File: src/rtl/spi_cfg_pkg.sv
// spi_cfg_pkg: shared state encoding, APB register map and opcodes for the
// SPI slave configuration sequencer.
// Optional feature macro: SPI_CFG_PREADY_TIMEOUT_EN (enables the PREADY
// wait-state timeout and the sticky error flag).
package spi_cfg_pkg;

   typedef enum logic [2:0] {
      IDLE,
      SETUP,
      ACCESS,
      HOLD,
      GAP,
      FINISH
   } spiState_e;

   localparam logic [15:0] ADDR_CONFIG = 16'h0040;
   localparam logic [15:0] ADDR_TX     = 16'h0044;
   localparam logic [15:0] ADDR_CMD    = 16'h004C;

   localparam logic [7:0]  CMD_GO      = 8'h02;

   localparam logic [7:0]  OP_F8       = 8'hF8;
   localparam logic [7:0]  OP_F9       = 8'hF9;
   localparam logic [7:0]  OP_FA       = 8'hFA;
   localparam logic [7:0]  OP_FB       = 8'hFB;

   localparam int          NUM_BYTES   = 10;

`ifdef SPI_CFG_PREADY_TIMEOUT_EN
   localparam bit          TIMEOUT_EN  = 1'b1;
`else
   localparam bit          TIMEOUT_EN  = 1'b0;
`endif

   // Value written to the SPI controller's config register ahead of every byte.
   function automatic logic [7:0] cfgWord(input logic [1:0] mode,
                                          input logic [1:0] slave,
                                          input logic [1:0] sck);
      return {2'b00, mode, slave, sck};
   endfunction

endpackage

File: src/rtl/spi_cfg_sequencer_apb.sv
// apb_wr_master: performs one APB write (SETUP -> ACCESS -> HOLD) per request.
// The requester keeps addr_i/data_i stable while the write is in flight; the
// bus outputs are zero whenever no SETUP/ACCESS phase is active.
// A request seen during HOLD chains straight into the next SETUP.
// With SPI_CFG_PREADY_TIMEOUT_EN the ACCESS phase gives up after
// TIMEOUT_CYCLES cycles without PREADY and pulses timeout_o.
module apb_wr_master
   import spi_cfg_pkg::*;
#(
   parameter int TIMEOUT_CYCLES = 16
)
(
   input  logic        clk_i,
   input  logic        rst_i,
   input  logic        req_i,
   input  logic [15:0] addr_i,
   input  logic [7:0]  data_i,
   input  logic        pready_i,
   output logic        psel_o,
   output logic        penable_o,
   output logic        pwrite_o,
   output logic [15:0] paddr_o,
   output logic [7:0]  pwdata_o,
   output logic        done_o,
   output logic        timeout_o
);

   localparam int               WAIT_W    = (TIMEOUT_CYCLES > 1) ? $clog2(TIMEOUT_CYCLES) : 1;
   localparam logic [WAIT_W-1:0] WAIT_LAST = WAIT_W'(TIMEOUT_CYCLES - 1);

   spiState_e         stateQ, stateD;
   logic [WAIT_W-1:0] waitQ, waitD;
   logic              busActive;

   // Phase register and ACCESS wait-state counter.
   always_ff @(posedge clk_i) begin
      if (rst_i) begin
         stateQ <= IDLE;
         waitQ  <= '0;
      end else begin
         stateQ <= stateD;
         waitQ  <= waitD;
      end
   end

   // Next phase: SETUP always advances, ACCESS waits for PREADY (or times out).
   always_comb begin
      stateD    = stateQ;
      waitD     = waitQ;
      timeout_o = 1'b0;
      case (stateQ)
         IDLE: begin
            if (req_i) stateD = SETUP;
         end
         SETUP: begin
            waitD  = '0;
            stateD = ACCESS;
         end
         ACCESS: begin
            if (pready_i) begin
               stateD = HOLD;
            end else if (waitQ == WAIT_LAST) begin
               if (TIMEOUT_EN) begin
                  timeout_o = 1'b1;
                  stateD    = IDLE;
               end
            end else begin
               waitD = waitQ + WAIT_W'(1);
            end
         end
         HOLD: begin
            stateD = req_i ? SETUP : IDLE;
         end
         default: begin
            stateD = IDLE;
         end
      endcase
   end

   assign busActive = (stateQ == SETUP) || (stateQ == ACCESS);
   assign psel_o    = busActive;
   assign penable_o = (stateQ == ACCESS);
   assign pwrite_o  = busActive;
   assign paddr_o   = busActive ? addr_i : 16'h0000;
   assign pwdata_o  = busActive ? data_i : 8'h00;
   assign done_o    = (stateQ == HOLD);

endmodule

File: src/rtl/spi_cfg_sequencer.sv
// spi_cfg_sequencer: on a start pulse, latches the configuration inputs and
// pushes ten bytes (F8 RX_hi RX_lo F9 TX_hi TX_lo FA OSC FB ARTHUR) to an APB
// SPI controller. Each byte is CONFIG, TX and CMD writes followed by an idle
// gap of GAP_CYCLES so the SPI shift can finish.
// Optional feature macro: SPI_CFG_PREADY_TIMEOUT_EN (abort with sticky o_ERR
// when PREADY stays low for TIMEOUT_CYCLES ACCESS cycles); without it o_ERR is 0.
// The sequencer's SETUP state covers the whole three-write burst; the
// per-write SETUP/ACCESS/HOLD phases live in apb_wr_master.
module spi_cfg_sequencer
   import spi_cfg_pkg::*;
#(
   parameter int GAP_CYCLES     = 72,
   parameter int TIMEOUT_CYCLES = 16
)
(
   input  logic        i_PCLK,
   input  logic        i_PRESET,
   input  logic        i_START,
   input  logic [1:0]  i_MODE,
   input  logic [1:0]  i_SLAVE,
   input  logic [1:0]  i_SCK,
   input  logic [15:0] i_CNT_RX,
   input  logic [15:0] i_CNT_TX,
   input  logic [7:0]  i_OSC_FREQ,
   input  logic [7:0]  i_ARTHUR,
   input  logic        i_PREADY,
   output logic        o_PSEL,
   output logic        o_PENABLE,
   output logic        o_PWRITE,
   output logic [15:0] o_PADDR,
   output logic [7:0]  o_PWDATA,
   output logic        o_CONFIG,
   output logic        o_BUSY,
   output logic        o_DONE,
   output logic        o_ERR
);

   localparam int               GAP_W     = (GAP_CYCLES > 1) ? $clog2(GAP_CYCLES) : 1;
   localparam logic [GAP_W-1:0] GAP_LAST  = GAP_W'(GAP_CYCLES - 1);
   localparam logic [3:0]       LAST_BYTE = 4'(NUM_BYTES - 1);

   spiState_e        stateQ, stateD;
   logic [3:0]       byteIdxQ, byteIdxD;
   logic [1:0]       writeIdxQ, writeIdxD;
   logic [GAP_W-1:0] gapCntQ, gapCntD;
   logic             errQ, errD;
   logic             latchCfg;

   logic [1:0]       modeQ, slaveQ, sckQ;
   logic [15:0]      cntRxQ, cntTxQ;
   logic [7:0]       oscQ, arthurQ;

   logic             wrReq, wrDone, wrTimeout;
   logic [15:0]      wrAddr;
   logic [7:0]       wrData;
   logic [7:0]       txByte;

   // Sequencer state, counters and sticky error flag.
   always_ff @(posedge i_PCLK) begin
      if (i_PRESET) begin
         stateQ    <= IDLE;
         byteIdxQ  <= '0;
         writeIdxQ <= '0;
         gapCntQ   <= '0;
         errQ      <= 1'b0;
      end else begin
         stateQ    <= stateD;
         byteIdxQ  <= byteIdxD;
         writeIdxQ <= writeIdxD;
         gapCntQ   <= gapCntD;
         errQ      <= errD;
      end
   end

   // Configuration snapshot, captured only when a start is accepted.
   always_ff @(posedge i_PCLK) begin
      if (i_PRESET) begin
         modeQ   <= '0;
         slaveQ  <= '0;
         sckQ    <= '0;
         cntRxQ  <= '0;
         cntTxQ  <= '0;
         oscQ    <= '0;
         arthurQ <= '0;
      end else if (latchCfg) begin
         modeQ   <= i_MODE;
         slaveQ  <= i_SLAVE;
         sckQ    <= i_SCK;
         cntRxQ  <= i_CNT_RX;
         cntTxQ  <= i_CNT_TX;
         oscQ    <= i_OSC_FREQ;
         arthurQ <= i_ARTHUR;
      end
   end

   // Sequencing: issue write requests so each SETUP follows immediately,
   // then walk the gap counter and byte index.
   always_comb begin
      stateD    = stateQ;
      byteIdxD  = byteIdxQ;
      writeIdxD = writeIdxQ;
      gapCntD   = gapCntQ;
      errD      = errQ;
      latchCfg  = 1'b0;
      wrReq     = 1'b0;
      case (stateQ)
         IDLE: begin
            if (i_START) begin
               latchCfg  = 1'b1;
               errD      = 1'b0;
               byteIdxD  = '0;
               writeIdxD = '0;
               gapCntD   = '0;
               wrReq     = 1'b1;
               stateD    = SETUP;
            end
         end
         SETUP: begin
            if (wrTimeout) begin
               errD   = 1'b1;
               stateD = IDLE;
            end else if (wrDone) begin
               if (writeIdxQ == 2'd2) begin
                  writeIdxD = '0;
                  gapCntD   = '0;
                  stateD    = GAP;
               end else begin
                  writeIdxD = writeIdxQ + 2'd1;
                  wrReq     = 1'b1;
               end
            end
         end
         GAP: begin
            if (gapCntQ == GAP_LAST) begin
               gapCntD = '0;
               if (byteIdxQ == LAST_BYTE) begin
                  stateD = FINISH;
               end else begin
                  byteIdxD = byteIdxQ + 4'd1;
                  wrReq    = 1'b1;
                  stateD   = SETUP;
               end
            end else begin
               gapCntD = gapCntQ + GAP_W'(1);
            end
         end
         FINISH: begin
            stateD = IDLE;
         end
         default: begin
            stateD = IDLE;
         end
      endcase
   end

   // Byte to send for the current byte index.
   always_comb begin
      txByte = 8'h00;
      case (byteIdxQ)
         4'd0:    txByte = OP_F8;
         4'd1:    txByte = cntRxQ[15:8];
         4'd2:    txByte = cntRxQ[7:0];
         4'd3:    txByte = OP_F9;
         4'd4:    txByte = cntTxQ[15:8];
         4'd5:    txByte = cntTxQ[7:0];
         4'd6:    txByte = OP_FA;
         4'd7:    txByte = oscQ;
         4'd8:    txByte = OP_FB;
         4'd9:    txByte = arthurQ;
         default: txByte = 8'h00;
      endcase
   end

   // Address/data of the current write within the byte's CONFIG/TX/CMD triple.
   always_comb begin
      wrAddr = ADDR_CMD;
      wrData = CMD_GO;
      case (writeIdxQ)
         2'd0: begin
            wrAddr = ADDR_CONFIG;
            wrData = cfgWord(modeQ, slaveQ, sckQ);
         end
         2'd1: begin
            wrAddr = ADDR_TX;
            wrData = txByte;
         end
         default: begin
            wrAddr = ADDR_CMD;
            wrData = CMD_GO;
         end
      endcase
   end

   apb_wr_master #(
      .TIMEOUT_CYCLES(TIMEOUT_CYCLES)
   ) uApb (
      .clk_i     (i_PCLK),
      .rst_i     (i_PRESET),
      .req_i     (wrReq),
      .addr_i    (wrAddr),
      .data_i    (wrData),
      .pready_i  (i_PREADY),
      .psel_o    (o_PSEL),
      .penable_o (o_PENABLE),
      .pwrite_o  (o_PWRITE),
      .paddr_o   (o_PADDR),
      .pwdata_o  (o_PWDATA),
      .done_o    (wrDone),
      .timeout_o (wrTimeout)
   );

   assign o_BUSY   = (stateQ == SETUP) || (stateQ == GAP);
   assign o_CONFIG = o_BUSY;
   assign o_DONE   = (stateQ == FINISH);
   assign o_ERR    = TIMEOUT_EN ? errQ : 1'b0;

endmodule

File: config.mk
export PLATFORM = sky130hd
export DESIGN_NAME = spi_cfg_sequencer
export DESIGN_NICKNAME = d
export VERILOG_FILES = /design/src/rtl/spi_cfg_pkg.sv /design/src/rtl/spi_cfg_sequencer_apb.sv /design/src/rtl/spi_cfg_sequencer.sv
export SDC_FILE = /design/constraint.sdc
export NUM_CORES = 1
export LEC_CHECK = 0
export CAP_MARGIN = 40
export CORE_ASPECT_RATIO = 0.75
export CORE_MARGIN = 10
export CORE_UTILIZATION = 30
export CTS_CLUSTER_DIAMETER = 200
export DETAILED_ROUTE_END_ITERATION = 12
export GPL_ROUTABILITY_DRIVEN = 0
export GPL_TIMING_DRIVEN = 0
export HOLD_SLACK_MARGIN = 0.12
export RECOVER_POWER = 100
export SYNTH_ARGS = -nofsm -noshare
export SYNTH_HDL_FRONTEND = slang
export SYNTH_SLANG_ARGS = --single-unit
File: constraint.sdc
create_clock -name i_PCLK -period 2.6 [get_ports i_PCLK]
set_input_delay 0.26 -clock i_PCLK [delete_from_list [all_inputs] [get_ports i_PCLK]]
set_output_delay 0.26 -clock i_PCLK [all_outputs]
set_load 0.02 [all_outputs]
* Word-level counts from Yosys, hierarchy flattened
Index checks and enable logic that the tools add are counted. Widths: inputs -> output; s select.
Storage, ports and cells: latch bits 0, memories kept 0, register bits after elaboration 73, bits of input ports 58, RAM bits 0, bits in read-only memories 0, output and inout bits 31
Operators by class: shifts and indexed selects 0, equality and inequality tests 25, bitwise operators 0, multiply operators 0, add/subtract/negate cells 3, muxes and demuxes 35, divide/modulo/power cells 0, order comparisons 0, reductions and logical operators 14
Operators with widths (count):
- $pmux 8 s10 | 1
- $mux 7 | 5
- $mux 3 | 7
- $pmux 7 s3 | 1
- $eq 4x3->1 const B | 4
- $pmux 4 s2 | 2
- $pmux 8 s2 | 1
- $mux 4 | 3
- $pmux 3 s4 | 1
- $reduce_and 4->1 | 3
- $ne 2x2->1 const B | 5
- $pmux 3 s3 | 1
- $eq 4x2->1 const B | 2
- $eq 4x4->1 const B | 2
- $mux 8 | 1
- $add 7x1->7 const B | 1
- $eq 7x7->1 const B | 1
- $mux 1 | 7
- $eq 3x1->1 const B | 2
- $eq 3x2->1 const B | 2
- $eq 3x3->1 const B | 2
- $logic_not 3->1 | 2
- $mux 2 | 3
- $add 4x1->4 const B | 1
- other kinds (14) | 17

* Depth between registers and ports, before layout
Gate-level depths: netlist of the first run.
depth in word-level cells 6, depth in mapped cells 8, mapped depth without buffers 6

* Hierarchy
A second synthesis of the first run with hierarchy kept.
Unflattened totals: cells, all modules 498, area total of the unflattened synthesis 3771.1 um^2
By module, submodules not included:
- spi_cfg_sequencer | cells each 450, times used 1, area each 3397.0 um^2
- apb_wr_master | cells each 48, times used 1, area each 374.1 um^2

* Worst setup path after synthesis of the first run
Ideal clock, no wire load.
path kind reg-to-output, from reg byteIdxQ[0], to out o_PWDATA[4], required time 2.340 ns, data arrival time 1.993 ns, slack 0.347 ns, stages on the path, launching flop included 8, path through dfxtp_1 > ha_1 > clkbuf_1 > buf_1 > a22oi_1 > a31oi_1 > a21oi_1 > o31ai_1
Between the ends: longest elaborated chain between the ends 4, elaborated cells on any way between the ends 13
RTL lines:
- from (decl) | line spi_cfg_sequencer.sv:43 | logic [3:0] byteIdxQ, byteIdxD;
- from (signal assigned) | line spi_cfg_sequencer.sv:68 | byteIdxQ <= byteIdxD;
- $eq 4x4->1, or another cell as far along | line spi_cfg_sequencer.sv:159 | case (byteIdxQ)
- $pmux 8 s10 (*) | line spi_cfg_sequencer.sv:159
- $pmux 8 s2 (*) | line spi_cfg_sequencer.sv:178 | case (writeIdxQ)
- $mux 8 (*) | line spi_cfg_sequencer_apb.sv:85 | assign pwdata_o = busActive ? data_i : 8'h00;
- to (decl) | line spi_cfg_sequencer.sv:31 | output logic [7:0] o_PWDATA,
Mark *: on every way between the ends. The rest lies on a longest branch, timed or not.

* Final worst setup path of the first run
from reg byteIdxQ[0], to out o_PWDATA[1]
Same word-level chain as after synthesis.

==> impl_metrics.json, run 1 <==
{
  "status": "completed",
  "cts_buffer_depth": 2,
  "tightest_slew_ns": 0.705,
  "critPathKind": "flip-flop to output port",
  "post_drt_wl_per_cell_um": 15.5,
  "grt_overflow": 0,
  "hold_viol": 0,
  "cts_buffers": 9,
  "synth_edf_count": 0,
  "fin_crit_ns": 2.55,
  "fin_nets": 643,
  "fin_crit_sh": 0.979,
  "start_util": 0.309,
  "vdd_ir_drop_max_v": 0.000355,
  "antenna_found_initial": 0,
  "seq_area_um2": 1430,
  "path_clk_slew_ns": 0.06,
  "detail_route.vias_per_cell": 4.89,
  "p_per_area_nw_per_um2": 868,
  "initialDrtViolationCount": 287,
  "ys_seq_area_frac": 0.391,
  "grt_max_degree": 15,
  "htreeDepth": 3,
  "p_leak_nw": 1.86,
  "dp_hpwl_mm": 8.94,
  "die_area_um2": 17000,
  "cts.sinks": 71,
  "rsz0062_at_grt": "true",
  "io-pin-count": 89,
  "io_buffers": 74,
  "core_area_um2": 11700,
  "final_cell_area_um2": 4950,
  "drive_above_1_share": 0.111,
  "drv_cap": 0,
  "routed_wl_mm": 11.5,
  "cp.arrival_ns": 2.29,
  "ys_warn_count": 0,
  "cts_tree": "built",
  "power_mw": 4.30,
  "die_height_um": 115,
  "grt_pass1_wl_mm": 17.9,
  "slew_headroom": 0.525,
  "track_usage": 0.129,
  "netlist_area_um2": 3630,
  "nFillCells": 1191,
  "holdCritPathClass": "flip-flop to flip-flop",
  "rows": 34,
  "fmax_mhz": 393,
  "async_reset_ff_frac": 0,
  "layout_common_cells": "nand2_1 (128), a21oi_1 (76), dfxtp_1 (69)",
  "syn-mean-instance-area_um2": 7.63,
  "drc_errors": 0,
  "final_common_cell": "nand2_1",
  "vias": 3621,
  "cp-end-kind": "output port",
  "synthToLayoutAreaGrowth_pct": 36.3,
  "ys.flop_type": "dfxtp_1",
  "grt_pass1_vias": 3407,
  "finClkSkew_ns": 0.00312,
  "die_x_um": 147,
  "synth_cell_types": 56,
  "startpoint_type": "flip-flop",
  "drv_slew": 0,
  "root_buffer": "clkbuf_16",
  "clk_latency_ns": 0.33,
  "synth-seq-cells": 71,
  "antenna_cells": 0,
  "cts_setup_buffers": 0,
  "dpl_cell_area_um2": 4630,
  "path_max_fanout": 10,
  "first_pass_iters": 5,
  "syn_inst": 476,
  "multi_input_comb_area_um2": 2010,
  "ant_nets": 0,
  "worstPathRequired_ns": 2.34,
  "setup_viol": 0
}
==> Yosys cell counts (2+ instances only) <==
| cell type | count | area share |
|---|---|---|
| nand2_1 | 129 | 0.13 |
| a21oi_1 | 76 | 0.10 |
| dfxtp_1 | 71 | 0.39 |
| clkbuf_1 | 28 | 0.029 |
| buf_4 | 17 | 0.035 |
| o21ai_0 | 15 | 0.021 |
| inv_1 | 13 | 0.013 |
| ha_1 | 12 | 0.041 |
| nor2_1 | 10 | 0.010 |
| nor2b_1 | 7 | 0.012 |
| a211oi_1 | 6 | 0.012 |
| a22oi_1 | 6 | 0.012 |
| nand3_1 | 6 | 0.0083 |
| nand2b_1 | 5 | 0.0086 |
| a221oi_1 | 4 | 0.0096 |
| a222oi_1 | 4 | 0.011 |
| a22o_1 | 4 | 0.0096 |
| and2_1 | 4 | 0.0069 |
| o21bai_1 | 4 | 0.0083 |
| buf_1 | 3 | 0.0031 |
| nand3b_1 | 3 | 0.0062 |
| o21a_1 | 3 | 0.0062 |
| o31ai_1 | 3 | 0.0062 |
| or4_1 | 3 | 0.0062 |
| xnor2_1 | 3 | 0.0072 |
| a21o_1 | 2 | 0.0041 |
| a311oi_1 | 2 | 0.0048 |
| a32oi_1 | 2 | 0.0048 |
| mux2i_1 | 2 | 0.0055 |
| nand4b_1 | 2 | 0.0048 |
| o22ai_1 | 2 | 0.0034 |
==> layer usage <==
metal | share of wire | vias to the layer above | global-route usage
met4 | 0.011 | 0 | 0.0382
met1 | 0.52 | 1666 | 0.184
met5 | 0 | - | 0
li1 | - | 1820 | -
met2 | 0.41 | 121 | 0.186
met3 | 0.065 | 14 | 0.0342
==> registers in the layout, summed over array words and instances (netlist names) <==
register / flops
arthurQ: 8
byteIdxQ: 4
cntRxQ: 16
cntTxQ: 16
gapCntQ: 7
modeQ: 2
oscQ: 8
sckQ: 2
slaveQ: 2
stateQ: 2
uApb.stateQ: 2
writeIdxQ: 2
==> worst max-delay path, cell delays in order (launching register included) <==
cell and delay (ns):
dfxtp_4 0.37, inv_1 0.07, ha_2 0.20, clkbuf_8 0.17
a221o_1 0.27, a222oi_1 0.38, a21oi_1 0.12, o21a_1 0.21
clkbuf_2 0.15
==> worst paths after layout <==
kind / slack [ns] / depth (start not counted) / endpoint / startpoint
setup / recovery: 0.05 / 8 / o_PWDATA[1] / byteIdxQ[0]$_SDFFE_PP0P_
hold / removal: 0.46 / 2 / cntTxQ[7]$_SDFFE_PP0N_ / cntTxQ[7]$_SDFFE_PP0N_
hold reg to reg: 0.46 / 2 / cntTxQ[7]$_SDFFE_PP0N_ / cntTxQ[7]$_SDFFE_PP0N_
setup reg to reg: 0.29 / 6 / gapCntQ[6]$_SDFFE_PP0P_ / stateQ[0]$_SDFFE_PP0P_
==> cell families (layout without fill, tap and decap cells) <==
family | count (synthesis) | after routing | share of synthesized area
compound gates | 145 | 145 | 0.250
xor+xnor | 3 | 3 | 0.00723
fa+ha+maj | 12 | 12 | 0.0413
buf+inv | 62 | 151 | 0.0820
flops | 71 | 71 | 0.391
mux | 2 | 2 | 0.00551
other cells | 1 | 14 | 0.00103
simple gates | 180 | 180 | 0.222
==> power breakdown <==
group	total, mW	internal (mW)	switching, mW	leakage [nW]
logic	1.73	0.719	1.01	1.14
clock network	1.15	0.653	0.492	0.129
registers	1.43	1.27	0.154	0.583
total	4.30	2.65	1.65	1.86
==> area by class of cell <==
class	instances	area share
Buffer	48	0.0563
Sequential cell	71	0.289
Timing Repair Buffer	74	0.143
Tap cell	162	0.0409
Multi-Input combinational cell	356	0.405
Clock inverter	7	0.0109
Inverter	13	0.00985
Clock buffer	9	0.0455
==> timing repair <==
action | CTS | global route
resized for setup | 52 | 13
pin swaps | 7 | 4
setup endpoints to repair | 8 | 7
hold buffers | 0 | 0
==> through the flow <==
step | setup TNS (ns) | setup slack [ns] | hold WS [ns] | util | cells
final | 0 | 0.0545 | 0.460 | 0.422 | 740
after global routing | -0.00654 | -0.00654 | 0.479 | 0.422 | 740
after detailed placement | -2.66 | -0.538 | 0.451 | 0.394 | 725
after floorplan | 0 | 0.347 | 0.396 | - | 489
after CTS | 0 | 0.0131 | 0.459 | 0.420 | 741
after global placement | -2.47 | -0.529 | 0.446 | 0.394 | 725
(Power assumes the default switching activity.)
==> inputs of run 2 (changes only) <==
Settings changed: CORE_MARGIN 10 to 2, CTS_CLUSTER_SIZE set to 25.
==> run 2 against run 1 <==
  * Critical path depth unchanged
  * Worst hold slack lost 0.0016 ns
  * First-iteration DRC count down 13%
  * Clock skew grew 0.0025 ns
  * Flip-flop and latch count stayed put
  * Clock power rose by 5%
  * Power up 1.3%
  * Combinational power barely moved
  * Register-to-register slack better by 0.05 ns
  * Critical endpoint is now o_PWDATA[2]
==> impl_metrics.json, run 2 (synthesis gave the netlist of run 1 again) <==
{
  "status": "completed",
  "largestRegisters": "cntRxQ: 16 flops, cntTxQ: 16 flops",
  "ant_nets": 0,
  "finClkSkew_ns": 0.00561,
  "cts_tree": "built",
  "holdCritPathClass": "flip-flop to flip-flop",
  "cp-end-kind": "output port",
  "detail_route.vias_per_cell": 4.99,
  "dp_hpwl_mm": 8.51,
  "rows": 34,
  "initialDrtViolationCount": 251,
  "p_per_area_nw_per_um2": 879,
  "vdd_ir_drop_max_v": 0.000305,
  "io-pin-count": 89,
  "cts_buffer_depth": 2,
  "path_max_fanout": 10,
  "grt_pass1_vias": 3489,
  "synthToLayoutAreaGrowth_pct": 36.4,
  "fmax_mhz": 393,
  "drv_slew": 0,
  "nFillCells": 1180,
  "setup_viol": 0,
  "root_buffer": "clkbuf_16",
  "antenna_cells": 0,
  "drv_cap": 0,
  "seq_area_um2": 1430,
  "die_area_um2": 13000,
  "drive_above_1_share": 0.114,
  "die_height_um": 99.3,
  "clk_latency_ns": 0.34,
  "io_buffers": 74,
  "dp_cells": 725,
  "startpoint_type": "flip-flop",
  "grt_max_degree": 13,
  "vias": 3689,
  "layout_common_cells": "nand2_1 (128), a21oi_1 (75), dfxtp_1 (69)",
  "multi_input_comb_area_um2": 2000,
  "slew_headroom": 0.513,
  "die_x_um": 131,
  "p_leak_nw": 1.87,
  "core_area_um2": 11700,
  "hold_ws_ns": 0.458,
  "fin_crit_ns": 2.55,
  "grt_pass1_wl_mm": 17.8,
  "cp.arrival_ns": 2.29,
  "tightest_slew_ns": 0.723,
  "path_clk_slew_ns": 0.06,
  "finalNonFillerCells": 739,
  "critPathKind": "flip-flop to output port",
  "first_pass_iters": 6,
  "fin_crit_sh": 0.980,
  "post_drt_wl_per_cell_um": 15.2,
  "antenna_found_initial": 0,
  "cts.sinks": 71,
  "start_util": 0.311,
  "cts_buffers": 9,
  "track_usage": 0.180,
  "worstPathRequired_ns": 2.34,
  "htreeDepth": 3,
  "grt_overflow": 0,
  "routed_wl_mm": 11.3,
  "drc_errors": 0,
  "fin_setup_tns_ns": 0,
  "fin_nets": 643,
  "final_util": 0.424,
  "final_common_cell": "nand2_1",
  "hold_viol": 0
}
## run 2: power breakdown
part	internal, mW	switching (mW)
clock network	0.738	0.469
registers	1.27	0.153
logic	0.705	1.02
total	2.72	1.64
## run 2: path summary, 6_finish.rpt
check / startpoint / endpoint / slack (ns) / depth (start not counted)
hold / removal: cntTxQ[7]$_SDFFE_PP0N_ / cntTxQ[7]$_SDFFE_PP0N_ / 0.46 / 2
setup reg to reg: stateQ[0]$_SDFFE_PP0P_ / cntTxQ[15]$_SDFFE_PP0N_ / 0.34 / 7
setup / recovery: byteIdxQ[0]$_SDFFE_PP0P_ / o_PWDATA[2] / 0.05 / 8
hold reg to reg: cntTxQ[7]$_SDFFE_PP0N_ / cntTxQ[7]$_SDFFE_PP0N_ / 0.46 / 2
## run 2: worst max-delay path, cell delays in order, from the launching register on
cell      delay [ns]
dfxtp_4         0.37
inv_1           0.07
ha_2            0.20
clkbuf_8        0.17
a22oi_2         0.22
o21ai_1         0.08
a222oi_1        0.49
o21ai_1         0.16
buf_4           0.18
## run 2: metal layers
layer | wire length (µm) | GRT usage | vias up | share of wire
li1 | - | - | 1814 | -
met1 | 5590 | 0.262 | 1728 | 0.50
met2 | 4710 | 0.257 | 135 | 0.42
met3 | 796 | 0.0473 | 12 | 0.071
met4 | 155 | 0.0630 | 0 | 0.014
met5 | 0 | 0 | - | 0
## run 2: repair_timing
action | CTS | global route
setup endpoints to repair | 8 | 8
resized for setup | 51 | 22
hold buffers | 0 | 0
gates cloned | 0 | 0
setup buffers | 0 | 0
pin swaps | 5 | 5
## run 2: per-stage QoR
stage          instance area, µm²  worst slack (ns)  total power [mW]
6_report                     4960            0.0525              4.36
5_1_grt                      4960          -0.00166              4.64
4_1_cts                      4940           0.00161              4.37
3_5_place_dp                 4630            -0.559              3.12
3_3_place_gp                 4630            -0.515              3.07
2_1_floorplan                3680             0.347              2.52
## run 2: final cells by class
type / count / share of cell area
buffer: 48 / 0.0568
clock buffer: 10 / 0.0462
clock inverter: 5 / 0.0119
inverter: 13 / 0.00984
multi-input combinational: 356 / 0.404
sequential: 71 / 0.288
tap: 162 / 0.0409
timing repair buffer: 74 / 0.142
==> inputs of run 3 (changes only) <==
Settings changed: SLEW_MARGIN set to 20.
==> results of run 3 <==
Same layout as run 2: the final DEF is identical, and so are final timing and power.
